===== src/rtl/uart_alu_frame_ctrl_pkg.sv =====
`default_nettype none
// ============================================================================
// Module   : uart_alu_frame_ctrl_pkg
// Brief    : Shared types and constants for the UART/ALU frame sequencer.
//            Used by uart_alu_frame_ctrl and frame_timeout_ctr.
//            The optional inter-byte timeout is enabled by FRAME_TIMEOUT_EN.
// Revision : 1.0 - initial release
// ============================================================================
package uart_alu_frame_ctrl_pkg;

   // Sequencer states: frame parsing, check/execute, then two-byte response
   typedef enum logic [3:0] {
      S_IDLE     = 4'd0,
      S_GET_OP   = 4'd1,
      S_GET_A    = 4'd2,
      S_GET_B    = 4'd3,
      S_GET_CHK  = 4'd4,
      S_CHECK    = 4'd5,
      S_EXEC     = 4'd6,
      S_SEND_ST  = 4'd7,
      S_WAIT_ST  = 4'd8,
      S_SEND_RES = 4'd9,
      S_WAIT_RES = 4'd10
   } state_e;

   // Response status codes
   localparam logic [7:0] ST_OK      = 8'h00;
   localparam logic [7:0] ST_CHK_ERR = 8'h01;

   // Default frame start marker
   localparam logic [7:0] SYNC_BYTE_DEFAULT = 8'hA5;

   // Command frame: SYNC, OP, A, B, CHK. Response frame: STATUS, RESULT.
   localparam int unsigned FRAME_LEN = 5;
   localparam int unsigned RESP_LEN  = 2;

endpackage : uart_alu_frame_ctrl_pkg
`default_nettype wire


===== src/rtl/uart_alu_frame_ctrl_timeout.sv =====
`default_nettype none
// ============================================================================
// Module   : frame_timeout_ctr
// Brief    : Loadable cycle counter with an expire flag. Counts cycles while
//            i_run is high, restarts on i_load, and flags o_expire on the
//            LIMIT-th cycle since the last restart. Only instantiated when
//            FRAME_TIMEOUT_EN is defined.
// Revision : 1.0 - initial release
// ============================================================================
module frame_timeout_ctr
   import uart_alu_frame_ctrl_pkg::*;
#(
   parameter int unsigned LIMIT = 1000000
) (
   input  logic clk,
   input  logic reset,
   input  logic i_load,
   input  logic i_run,
   output logic o_expire
);

   localparam int unsigned CNT_W = (LIMIT > 1) ? $clog2(LIMIT) : 1;
   localparam logic [CNT_W-1:0] C_LAST = CNT_W'(LIMIT - 1);

   logic [CNT_W-1:0] count_q, count_d;

   // Restart on an accepted byte or when idle, otherwise count up and park at the last value
   always_comb begin
      count_d = count_q;
      if (!i_run || i_load) begin
         count_d = '0;
      end else if (count_q != C_LAST) begin
         count_d = count_q + CNT_W'(1);
      end
   end

   // Counter register
   always_ff @(posedge clk or negedge reset) begin
      if (!reset) begin
         count_q <= '0;
      end else begin
         count_q <= count_d;
      end
   end

   assign o_expire = i_run && (count_q == C_LAST);

endmodule : frame_timeout_ctr
`default_nettype wire


===== src/rtl/uart_alu_frame_ctrl.sv =====
`default_nettype none
// ============================================================================
// Module   : uart_alu_frame_ctrl
// Brief    : Framed command sequencer between UART rx/tx and a combinational
//            ALU. Parses SYNC,OP,A,B,CHK, commits operands on a good checksum,
//            and answers with STATUS,RESULT through the tx handshake.
//            Optional inter-byte timeout: define FRAME_TIMEOUT_EN.
// Revision : 1.0 - initial release
// ============================================================================
module uart_alu_frame_ctrl
   import uart_alu_frame_ctrl_pkg::*;
#(
   parameter int unsigned   N              = 8,
   parameter logic [N-1:0]  SYNC_BYTE      = N'(SYNC_BYTE_DEFAULT),
   parameter int unsigned   TIMEOUT_CYCLES = 1000000,
   parameter int unsigned   ERR_W          = 8
) (
   input  logic             clk,
   input  logic             reset,
   input  logic [N-1:0]     i_rx_data,
   input  logic             i_rx_valid,
   input  logic             i_tx_done,
   input  logic [N-1:0]     i_alu_result,
   output logic [N-1:0]     o_A,
   output logic [N-1:0]     o_B,
   output logic [N-1:0]     o_op,
   output logic [N-1:0]     o_tx_data,
   output logic             o_tx_start,
   output logic             o_busy,
   output logic [ERR_W-1:0] o_err_cnt
);

   state_e           state_q, state_d;

   // Shadow registers hold the frame until the checksum is known good
   logic [N-1:0]     op_sh_q, op_sh_d;
   logic [N-1:0]     a_sh_q,  a_sh_d;
   logic [N-1:0]     b_sh_q,  b_sh_d;
   logic [N-1:0]     chk_q,   chk_d;

   // Committed ALU operands and response data
   logic [N-1:0]     op_q, op_d;
   logic [N-1:0]     a_q,  a_d;
   logic [N-1:0]     b_q,  b_d;
   logic [N-1:0]     result_q, result_d;
   logic [N-1:0]     tx_data_q, tx_data_d;
   logic             tx_start_q, tx_start_d;
   logic             busy_q, busy_d;
   logic [ERR_W-1:0] err_cnt_q, err_cnt_d;

   logic             w_in_get;
   logic             w_expire;
   logic             w_err_inc;

   assign w_in_get = (state_q == S_GET_OP) || (state_q == S_GET_A) ||
                     (state_q == S_GET_B)  || (state_q == S_GET_CHK);

`ifdef FRAME_TIMEOUT_EN
   frame_timeout_ctr #(
      .LIMIT    (TIMEOUT_CYCLES)
   ) u_timeout (
      .clk      (clk),
      .reset    (reset),
      .i_load   (i_rx_valid),
      .i_run    (w_in_get),
      .o_expire (w_expire)
   );
`else
   assign w_expire = 1'b0;
`endif

   // Next-state and datapath decode; outputs are registered from the next state
   always_comb begin
      state_d   = state_q;
      op_sh_d   = op_sh_q;
      a_sh_d    = a_sh_q;
      b_sh_d    = b_sh_q;
      chk_d     = chk_q;
      op_d      = op_q;
      a_d       = a_q;
      b_d       = b_q;
      result_d  = result_q;
      tx_data_d = tx_data_q;
      w_err_inc = 1'b0;

      case (state_q)
         S_IDLE: begin
            if (i_rx_valid && (i_rx_data == SYNC_BYTE)) begin
               state_d = S_GET_OP;
            end
         end
         S_GET_OP: begin
            if (i_rx_valid) begin
               op_sh_d = i_rx_data;
               state_d = S_GET_A;
            end
         end
         S_GET_A: begin
            if (i_rx_valid) begin
               a_sh_d  = i_rx_data;
               state_d = S_GET_B;
            end
         end
         S_GET_B: begin
            if (i_rx_valid) begin
               b_sh_d  = i_rx_data;
               state_d = S_GET_CHK;
            end
         end
         S_GET_CHK: begin
            if (i_rx_valid) begin
               chk_d   = i_rx_data;
               state_d = S_CHECK;
            end
         end
         S_CHECK: begin
            if (chk_q == (op_sh_q ^ a_sh_q ^ b_sh_q)) begin
               op_d    = op_sh_q;
               a_d     = a_sh_q;
               b_d     = b_sh_q;
               state_d = S_EXEC;
            end else begin
               // Failed frame: ALU operands stay untouched
               tx_data_d = N'(ST_CHK_ERR);
               result_d  = '0;
               w_err_inc = 1'b1;
               state_d   = S_SEND_ST;
            end
         end
         S_EXEC: begin
            // Operands were committed last cycle, so the ALU output has settled
            result_d  = i_alu_result;
            tx_data_d = N'(ST_OK);
            state_d   = S_SEND_ST;
         end
         S_SEND_ST: begin
            state_d = S_WAIT_ST;
         end
         S_WAIT_ST: begin
            if (i_tx_done) begin
               tx_data_d = result_q;
               state_d   = S_SEND_RES;
            end
         end
         S_SEND_RES: begin
            state_d = S_WAIT_RES;
         end
         S_WAIT_RES: begin
            if (i_tx_done) begin
               state_d = S_IDLE;
            end
         end
         default: begin
            state_d = S_IDLE;
         end
      endcase

      // Inter-byte timeout; a byte on the expiry cycle takes priority
      if (w_in_get && !i_rx_valid && w_expire) begin
         state_d   = S_IDLE;
         w_err_inc = 1'b1;
      end

      tx_start_d = (state_d == S_SEND_ST) || (state_d == S_SEND_RES);
      busy_d     = (state_d != S_IDLE);
      err_cnt_d  = (w_err_inc && (err_cnt_q != {ERR_W{1'b1}})) ?
                   err_cnt_q + ERR_W'(1) : err_cnt_q;
   end

   // State and datapath registers with asynchronous clear
   always_ff @(posedge clk or negedge reset) begin
      if (!reset) begin
         state_q    <= S_IDLE;
         op_sh_q    <= '0;
         a_sh_q     <= '0;
         b_sh_q     <= '0;
         chk_q      <= '0;
         op_q       <= '0;
         a_q        <= '0;
         b_q        <= '0;
         result_q   <= '0;
         tx_data_q  <= '0;
         tx_start_q <= 1'b0;
         busy_q     <= 1'b0;
         err_cnt_q  <= '0;
      end else begin
         state_q    <= state_d;
         op_sh_q    <= op_sh_d;
         a_sh_q     <= a_sh_d;
         b_sh_q     <= b_sh_d;
         chk_q      <= chk_d;
         op_q       <= op_d;
         a_q        <= a_d;
         b_q        <= b_d;
         result_q   <= result_d;
         tx_data_q  <= tx_data_d;
         tx_start_q <= tx_start_d;
         busy_q     <= busy_d;
         err_cnt_q  <= err_cnt_d;
      end
   end

   assign o_A        = a_q;
   assign o_B        = b_q;
   assign o_op       = op_q;
   assign o_tx_data  = tx_data_q;
   assign o_tx_start = tx_start_q;
   assign o_busy     = busy_q;
   assign o_err_cnt  = err_cnt_q;

endmodule : uart_alu_frame_ctrl
`default_nettype wire


===== config.mk =====
export PLATFORM = sky130hd
export DESIGN_NAME = uart_alu_frame_ctrl
export DESIGN_NICKNAME = d
export VERILOG_FILES = /design/src/rtl/uart_alu_frame_ctrl_pkg.sv /design/src/rtl/uart_alu_frame_ctrl_timeout.sv /design/src/rtl/uart_alu_frame_ctrl.sv
export SDC_FILE = /design/constraint.sdc
export NUM_CORES = 1
export LEC_CHECK = 0
export ABC_CLOCK_PERIOD_IN_PS = 2390
export CORE_MARGIN = 1.5
export CORE_UTILIZATION = 62
export DETAILED_ROUTE_END_ITERATION = 10
export DONT_BUFFER_PORTS = 1
export GPL_TIMING_DRIVEN = 0
export PLACE_DENSITY = 0.78
export SLEW_MARGIN = 5
export SYNTH_ARGS = -nofsm -noshare
export SYNTH_HDL_FRONTEND = slang
export SYNTH_SLANG_ARGS = --single-unit
export TNS_END_PERCENT = 30

===== constraint.sdc =====
create_clock -name clk -period 2.39 [get_ports clk]
set_input_delay 0 -clock clk [delete_from_list [all_inputs] [get_ports clk]]
set_output_delay 0 -clock clk [all_outputs]
set_load 0.01 [all_outputs]

==> impl_metrics.json, run 1 <==
{
  "wl_met1_mm": 3.20,
  "nets": 323,
  "dr_total_vias": 2260,
  "clock-sinks": 86,
  "drt_pass1_iterations": 4,
  "synth-edff-count": 0,
  "io_buffer_count": 0,
  "r2r-start": "state_q[2]",
  "placed_area_sq_um": 3780,
  "rows": 27,
  "rsz0062_at_grt": "false",
  "area_delta_synth_final_pct": 14.8,
  "min_period_over_period_pct": 84.6,
  "maxCapViolCount": 0,
  "antenna_left": 0,
  "cts.root.buffer_cell": "clkbuf_8",
  "fmax_mhz": 495,
  "finalInstanceArea_sq_um": 4230,
  "top_layer_used": "met4",
  "cp.arrival_ns": 2.31,
  "yosysSeqAreaShare_pct": 58.4,
  "hold_viol_final": 0,
  "grt_pass1_vias": 2285,
  "reg2reg_to": "o_tx_data[3]",
  "ys_async_sr_fraction_pct": 100,
  "avgSynthCellArea_sq_um": 13.6,
  "die_h_um": 80.1,
  "die_w_um": 80.1,
  "crit_end": "o_tx_data[3]",
  "leakagePower_nw": 1.96,
  "cts_tree": "done",
  "wl_met2_mm": 3.53,
  "ys.flop_type": "dfrtp_1",
  "drt-total-wl_mm": 7.27,
  "crit_fanout": 10,
  "fin_crit_ns": 2.02,
  "clk_pin_slew_ns": 0.08,
  "grt_usage_pct": 24.4,
  "critPathKind": "reg2reg",
  "slew_headroom_pct": 37.0,
  "power_density_nw_per_um2": 1240,
  "cpPeakStageDelay_ns": 0.73,
  "design.core.area_sq_um": 5610,
  "reg2regPathDepth": 5,
  "drive_gt1_share_pct": 21.2,
  "end_kind": "flip-flop",
  "floorplan.initialDensity_pct": 65.7,
  "route.detailed.wl_per_inst_um": 19.2,
  "cts_made_buffers": 9,
  "crit_required_ns": 2.68,
  "diodes": 0,
  "cp_num_cells": 5,
  "min-delay-start": "i_tx_done",
  "startpoint": "state_q[2]",
  "path_cells": "buf_4, nor2b_1, nand2_1, nor3_1, a22o_1",
  "grt_overflow": 0,
  "pin_count": 62,
  "cts_setup_buffers": 0,
  "grt_pass1_wl_mm": 11.5,
  "hpwl_mm": 4.43,
  "drt_iter0_drc": 114,
  "final_cell_mix": "dfrtp_1 (86), mux2_2 (36), mux2_1 (22)",
  "final_common_cell": "dfrtp_1",
  "fill_cells": 358,
  "fp.dieArea_sq_um": 6420,
  "r2r_setup_slack_ns": 0.37,
  "clock_path_buffers": 2,
  "setup_tns_ns": 0,
  "drv_slew": 0,
  "critPathBufInv": 1,
  "ys_warn_count": 0,
  "gp_congestion": 0.851,
  "antenna_found_initial": 0,
  "hold_path_class": "in2reg",
  "cts_htree_levels": 3,
  "synth_nets": 292,
  "cp-start-kind": "flip-flop",
  "syn_area_sq_um": 3690,
  "crit_slowest_cell": "nor3_1",
  "drc_errors": 0,
  "setup_viol": 0,
  "clock_latency_ns": 0.36,
  "grt_start_max_net_pins": 87,
  "tightestPinTransition_ns": 0.938,
  "vias_per_cell": 5.96,
  "synthDistinctLibCells": 37,
  "dr_wl_met3_um": 423,
  "ys_seq_elements": 86,
  "utilization_pct": 75.5,
  "vdd_drop_max_uv": 645,
  "status": "completed",
  "path_delay_family": "simple AND/OR/NAND/NOR gates",
  "total_power_mw": 5.24,
  "fin_skew_ns": 0.0116,
  "syn_inst": 271
}
-- cells by family after synthesis --
group / after synthesis / synth area share (%)
AOI/OAI and AO/OA: 34 / 6.69
and+or+nand+nor: 49 / 8.01
muxes: 58 / 17.7
DFF: 86 / 58.4
buffers and inverters: 13 / 1.73
adders and majority gates: 1 / 0.339
xor gates and xnor gates: 30 / 7.13
-- layout make-up --
| cell class | count | area (sq um) | area share, % |
|---|---|---|---|
| flip-flops and latches | 86 | 2150 | 50.9 |
| multi-input cells | 172 | 1470 | 34.7 |
| repair buffers | 20 | 218 | 5.14 |
| clock buffers | 11 | 131 | 3.10 |
| clock inverters | 5 | 106 | 2.51 |
| well taps | 72 | 90.1 | 2.13 |
| plain buffers | 9 | 48.8 | 1.15 |
| inverters | 4 | 15.0 | 0.355 |
-- state kept, by name (all words and copies together), names as in the netlist, 8 cells and up --
name,cells
o_err_cnt,8
o_tx_data,8
b_sh_q,8
a_sh_q,8
chk_q,8
op_sh_q,8
o_op,8
result_q,8
o_B,8
o_A,8
-- worst min-delay path by stage --
stage | end | slack, ns | depth (start not counted)
final | state_q[1] | 0.06 | 4
after detailed placement | o_err_cnt[7] | -0.29 | 0
after global placement | o_err_cnt[7] | -0.29 | 0
after CTS | state_q[1] | 0.05 | 4
after global routing | state_q[1] | 0.11 | 4
after floorplan | a_sh_q[0] | -0.30 | 0
-- where the power goes --
| group | switching [mW] | internal, mW |
|---|---|---|
| clock network | 0.516 | 0.699 |
| logic | 0.701 | 0.884 |
| registers | 0.479 | 1.96 |
-- metrics by stage --
| step | hold slack [ns] | cells | setup slack, ns |
|---|---|---|---|
| after floorplan | -0.296 | 271 | 0.641 |
| after global placement | -0.294 | 343 | 0.414 |
| after detailed placement | -0.294 | 343 | 0.426 |
| after CTS | 0.0478 | 379 | 0.375 |
| after global routing | 0.113 | 379 | 0.226 |
| final | 0.0562 | 379 | 0.369 |
-- worst reg2reg max path, stage by stage (launching register included) --
cell     delay [ns]
dfrtp_1        0.40
buf_4          0.18
nor2b_1        0.24
nand2_1        0.14
nor3_1         0.73
a22o_1         0.28
-- per-layer routing --
layer / global-route usage, % / vias to the layer above
met5: 0 / -
met4: 8.62 / 0
met3: 6.93 / 14
met2: 39.8 / 77
met1: 31.4 / 1139
li1: - / 1030
-- synth_stat cells (2+ instances only) --
cell type	count	area, sq um
buf_2	6	30.0
nor3b_1	2	15.0
nand2_1	10	37.5
dfrtp_1	86	2150
nor4bb_1	2	20.0
a21oi_1	6	30.0
mux2_1	22	248
o21ai_0	4	20.0
nor2_1	8	30.0
nand4_1	4	25.0
nor2b_1	3	18.8
nand3_1	5	25.0
and2_1	3	18.8
o21ai_1	2	10.0
inv_1	3	11.3
xnor2_1	20	175
buf_4	2	15.0
xor2_1	10	87.6
nor3_1	4	20.0
mux2_2	36	405
a22o_1	16	140
nor4_2	2	25.0
-- what timing repair did --
item / CTS / global route
hold buffers: 20 / 0
hold endpoints to repair: 129 / 0
gates resized for setup: 0 / 0
Power figures use the tool's default switching activity.
==> run 2: changes to the inputs <==
- ABC_CLOCK_PERIOD_IN_PS: 2390 -> 2000
- clock period: 2.39 -> 2 ns (I/O delays scaled with it)
==> impl_metrics.json, run 2 (synthesized netlist as in run 1, its figures left out) <==
{
  "diodes": 0,
  "leakagePower_nw": 1.99,
  "min_period_over_period_pct": 100,
  "cts.root.buffer_cell": "clkbuf_8",
  "antenna_found_initial": 0,
  "critPathKind": "reg2reg",
  "drt-total-wl_mm": 7.24,
  "power_density_nw_per_um2": 1480,
  "grt_overflow": 0,
  "floorplan.initialDensity_pct": 65.7,
  "cts_tree": "done",
  "die_h_um": 80.1,
  "cts_made_buffers": 9,
  "drt_iter0_drc": 135,
  "vias_per_cell": 5.91,
  "cp-start-kind": "flip-flop",
  "end_kind": "flip-flop",
  "finalInstanceArea_sq_um": 4300,
  "fp.dieArea_sq_um": 6420,
  "setup_viol": 1,
  "area_delta_synth_final_pct": 16.8,
  "final_cell_mix": "dfrtp_1 (86), mux2_2 (36), mux2_1 (22)",
  "hpwl_mm": 4.43,
  "clock_latency_ns": 0.35,
  "clock-sinks": 86,
  "route.detailed.wl_per_inst_um": 19.2,
  "clock_path_buffers": 2,
  "placed_area_sq_um": 3780,
  "crit_fanout": 10,
  "nets": 322,
  "drive_gt1_share_pct": 24.8,
  "slew_headroom_pct": 66.3,
  "gp_congestion": 0.851,
  "drt_pass1_iterations": 4,
  "fmax_mhz": 498,
  "final_common_cell": "dfrtp_1",
  "dp.cells": 343,
  "antenna_left": 0,
  "pin_count": 62,
  "vdd_drop_max_uv": 787,
  "violations": "setup timing",
  "cts_htree_levels": 3,
  "stdcell_count": 378,
  "grt_usage_pct": 24.0,
  "cp.arrival_ns": 2.23,
  "hold_path_class": "in2reg",
  "crit_required_ns": 2.22,
  "utilization_pct": 76.8,
  "grt_pass1_wl_mm": 11.4,
  "grt_pass1_vias": 2259,
  "rows": 27,
  "holdWs_ns": 0.0669,
  "dr_total_vias": 2234,
  "grt_start_max_net_pins": 87,
  "cts_setup_buffers": 0,
  "clk_pin_slew_ns": 0.08,
  "drc_errors": 0,
  "maxCapViolCount": 0,
  "pre_cts_ws_ns": 0.0355,
  "hold_viol_final": 0,
  "total_power_mw": 6.36,
  "fin_crit_ns": 2.01,
  "die_w_um": 80.1,
  "io_buffer_count": 0,
  "design.core.area_sq_um": 5610,
  "tightestPinTransition_ns": 0.503,
  "setup_ws_ns": -0.00938,
  "setup_tns_ns": -0.00938,
  "status": "complete, but fails checks",
  "fin_skew_ns": 0.0109,
  "drv_slew": 0
}
-- run 2: power by group --
group	leakage [nW]	switching, mW	internal, mW
clock	0.114	0.608	0.836
sequential	1.11	0.595	2.34
combinational	0.764	0.862	1.11
-- run 2: what timing repair did --
action	4_1_cts	5_1_grt
hold buffers	18	2
endpoints found under the hold margin	129	86
endpoints found under the setup margin	2	56
gates resized for setup	1	18
-- run 2: cell type report --
class | instances | area, sq um
Sequential cell | 86 | 2150
Buffer | 8 | 63.8
Clock inverter | 5 | 106
Multi-Input combinational cell | 172 | 1530
Clock buffer | 11 | 131
Timing Repair Buffer | 20 | 218
Inverter | 4 | 15.0
Tap cell | 72 | 90.1
Fill cell | 349 | 1300
-- run 2: per-layer routing --
metal  vias up  GRT usage, %  part of all wire (%)
li1       1030             -                     -
met1      1130          31.1                    44
met2        67          38.6                    50
met3         7          6.93                   5.7
met4         0          8.62                   1.1
met5         -             0                     0
-- run 2: final timing paths --
check / startpoint / endpoint / slack [ns] / cells after the start
max in group asynchronous: reset / o_B[4] / 1.45 / 2
worst min-delay path: i_tx_done / state_q[1] / 0.07 / 4
worst max register to register: state_q[2] / o_busy / -0.009 / 7
worst min register to register: result_q[3] / result_q[3] / 0.52 / 1
min in group asynchronous: reset / o_tx_data[7] / 0.21 / 2
worst max-delay path: state_q[2] / o_busy / -0.009 / 7
-- run 2: worst max-delay path, cell delays in order, from the launching register on --
cell and delay [ns]:
dfrtp_1 0.39, buf_4 0.18, o21a_1 0.20, a21oi_1 0.18, o22ai_1 0.12, a21oi_2 0.18, and2_4 0.18, or4b_1 0.44
==> run 3: changes to the inputs <==
- CORE_ASPECT_RATIO: unset -> 1.25
==> impl_metrics.json, run 3 (synthesized netlist as in run 1, its figures left out) <==
{
  "nets": 321,
  "cts_hold_buf": 18,
  "die_h_um": 89.2,
  "reg2regPathDepth": 7,
  "slew_headroom_pct": 62.8,
  "diodes": 0,
  "violations": "hold timing",
  "drt-total-wl_mm": 6.90,
  "status": "complete, but fails checks",
  "rsz0062_at_grt": "true",
  "maxCapViolCount": 0,
  "critPathKind": "reg2reg",
  "clock_latency_ns": 0.35,
  "fill_cells": 392,
  "fin_skew_ns": 0.0131,
  "final_common_cell": "dfrtp_1",
  "hold_path_class": "in2async",
  "fp.dieArea_sq_um": 6420,
  "rows": 31,
  "power_density_nw_per_um2": 1460,
  "pwr-share-seq_pct": 47.0,
  "pin_count": 62,
  "multiInputGateArea_sq_um": 1510,
  "clk_pin_slew_ns": 0.08,
  "internal-power_mw": 4.23,
  "grt_pass1_vias": 2262,
  "regArea_sq_um": 2150,
  "cts_made_buffers": 9,
  "cts_setup_buffers": 0,
  "antenna_found_initial": 0,
  "cp-start-kind": "flip-flop",
  "hpwl_mm": 4.43,
  "leakagePower_nw": 1.97,
  "drv_slew": 0,
  "clock-sinks": 86,
  "route.detailed.wl_per_inst_um": 18.6,
  "cts_htree_levels": 3,
  "tightestPinTransition_ns": 0.556,
  "pre_cts_ws_ns": -0.00169,
  "cp.arrival_ns": 2.16,
  "p_comb_share_pct": 30.7,
  "hold_viol_final": 86,
  "p_clk_share_pct": 22.2,
  "swShare_pct": 31.7,
  "design.core.area_sq_um": 5780,
  "cts_tree": "done",
  "final_cell_mix": "dfrtp_1 (86), mux2_2 (36), mux2_1 (22)",
  "antenna_left": 0,
  "stdcell_count": 371,
  "grt_start_max_net_pins": 87,
  "io_buffer_count": 0,
  "gp_congestion": 0.913,
  "fmax_mhz": 519,
  "holdWs_ns": -0.668,
  "drc_errors": 0,
  "setup_viol": 0,
  "switchingPower_mw": 1.96,
  "floorplan.initialDensity_pct": 63.8,
  "fin_crit_ns": 1.93,
  "drt_iter0_drc": 150,
  "crit_required_ns": 2.23,
  "clock_path_buffers": 2,
  "end_kind": "flip-flop",
  "grt_overflow": 0,
  "vdd_drop_max_uv": 1050,
  "drt_pass1_iterations": 4,
  "dp.cells": 337,
  "vias_per_cell": 5.99,
  "area_delta_synth_final_pct": 14.7,
  "grt_pass1_wl_mm": 10.9,
  "drive_gt1_share_pct": 23.9,
  "cts.root.buffer_cell": "clkbuf_8",
  "setup_ws_ns": 0.0737,
  "dr_total_vias": 2222,
  "die_w_um": 72.0,
  "crit_fanout": 10,
  "min_period_over_period_pct": 96.3,
  "grt_usage_pct": 22.5
}
run 3: changes by cell type in the layout (fill, tap and decap cells not counted), sizes merged:
cell         before  now
dlygate4sd3      19   18
inv               5    4
clkinvlp          1    0
bufinv            3    2
clkbuf           12   15
clkinv            0    1
buf               8    7
run 3: what timing repair did:
| item | CTS | global route |
|---|---|---|
| pin swaps | 0 | 2 |
| gates resized for setup | 2 | 11 |
| endpoints found under the setup margin | 12 | 47 |
| hold endpoints to repair | 129 | 86 |
run 3: path summary, 6_finish.rpt:
| kind | start | to | slack [ns] |
|---|---|---|---|
| max | b_sh_q[2] | o_op[6] | 0.07 |
| min | reset | o_err_cnt[7] | -0.67 |
| max reg2reg | b_sh_q[2] | o_op[6] | 0.07 |
| min reg2reg | result_q[1] | result_q[1] | 0.51 |
| max in group asynchronous | reset | result_q[3] | 2.55 |
| min in group clk | i_tx_done | state_q[1] | 0.07 |
run 3: routing by layer:
layer	up-vias	global-route usage [%]	wire, um	part of all wire [%]
met5	-	0	0	0
met2	60	39.0	3580	52
met4	0	8.23	94	1.4
li1	1027	-	-	-
met1	1126	26.6	2860	41
met3	9	6.88	368	5.3
run 3: power groups by stage:
stage	logic [mW]	registers, mW	clock network [mW]
after CTS	1.85	2.90	1.41
after floorplan	1.55	2.80	0
after global routing	2.08	3.01	1.47
after detailed placement	1.80	2.94	0
final	1.90	2.91	1.38
after global placement	1.76	2.91	0
run 3: worst max-delay path, cell delays in order (launching register included):
cell and delay (ns):
dfrtp_1 0.41, xnor2_1 0.22, xnor2_1 0.16, nand4_1 0.16
nor2_1 0.16, nand2_2 0.14, buf_4 0.23, mux2_1 0.33
run 3: per-stage QoR:
stage	power, mW	hold WS, ns	TNS (ns)	instance area (sq um)	utilization (%)
2_1_floorplan	4.35	-0.296	0	3690	-
3_3_place_gp	4.67	-0.294	0	3770	65.2
3_5_place_dp	4.74	-0.294	-0.00169	3770	65.2
4_1_cts	6.16	-0.681	0	4190	72.5
5_1_grt	6.55	-0.685	-0.0525	4230	73.2
6_report	6.19	-0.668	0	4230	73.2
run 3: area by class of cell:
class                           count  share of cell area [%]
Sequential cell                    86                    50.9
Multi-Input combinational cell    172                    35.6
Timing Repair Buffer               18                    4.26
Clock buffer                       13                    4.00
Tap cell                           66                    1.95
Clock inverter                      3                    1.54
Buffer                              9                    1.36
Inverter                            4                   0.355
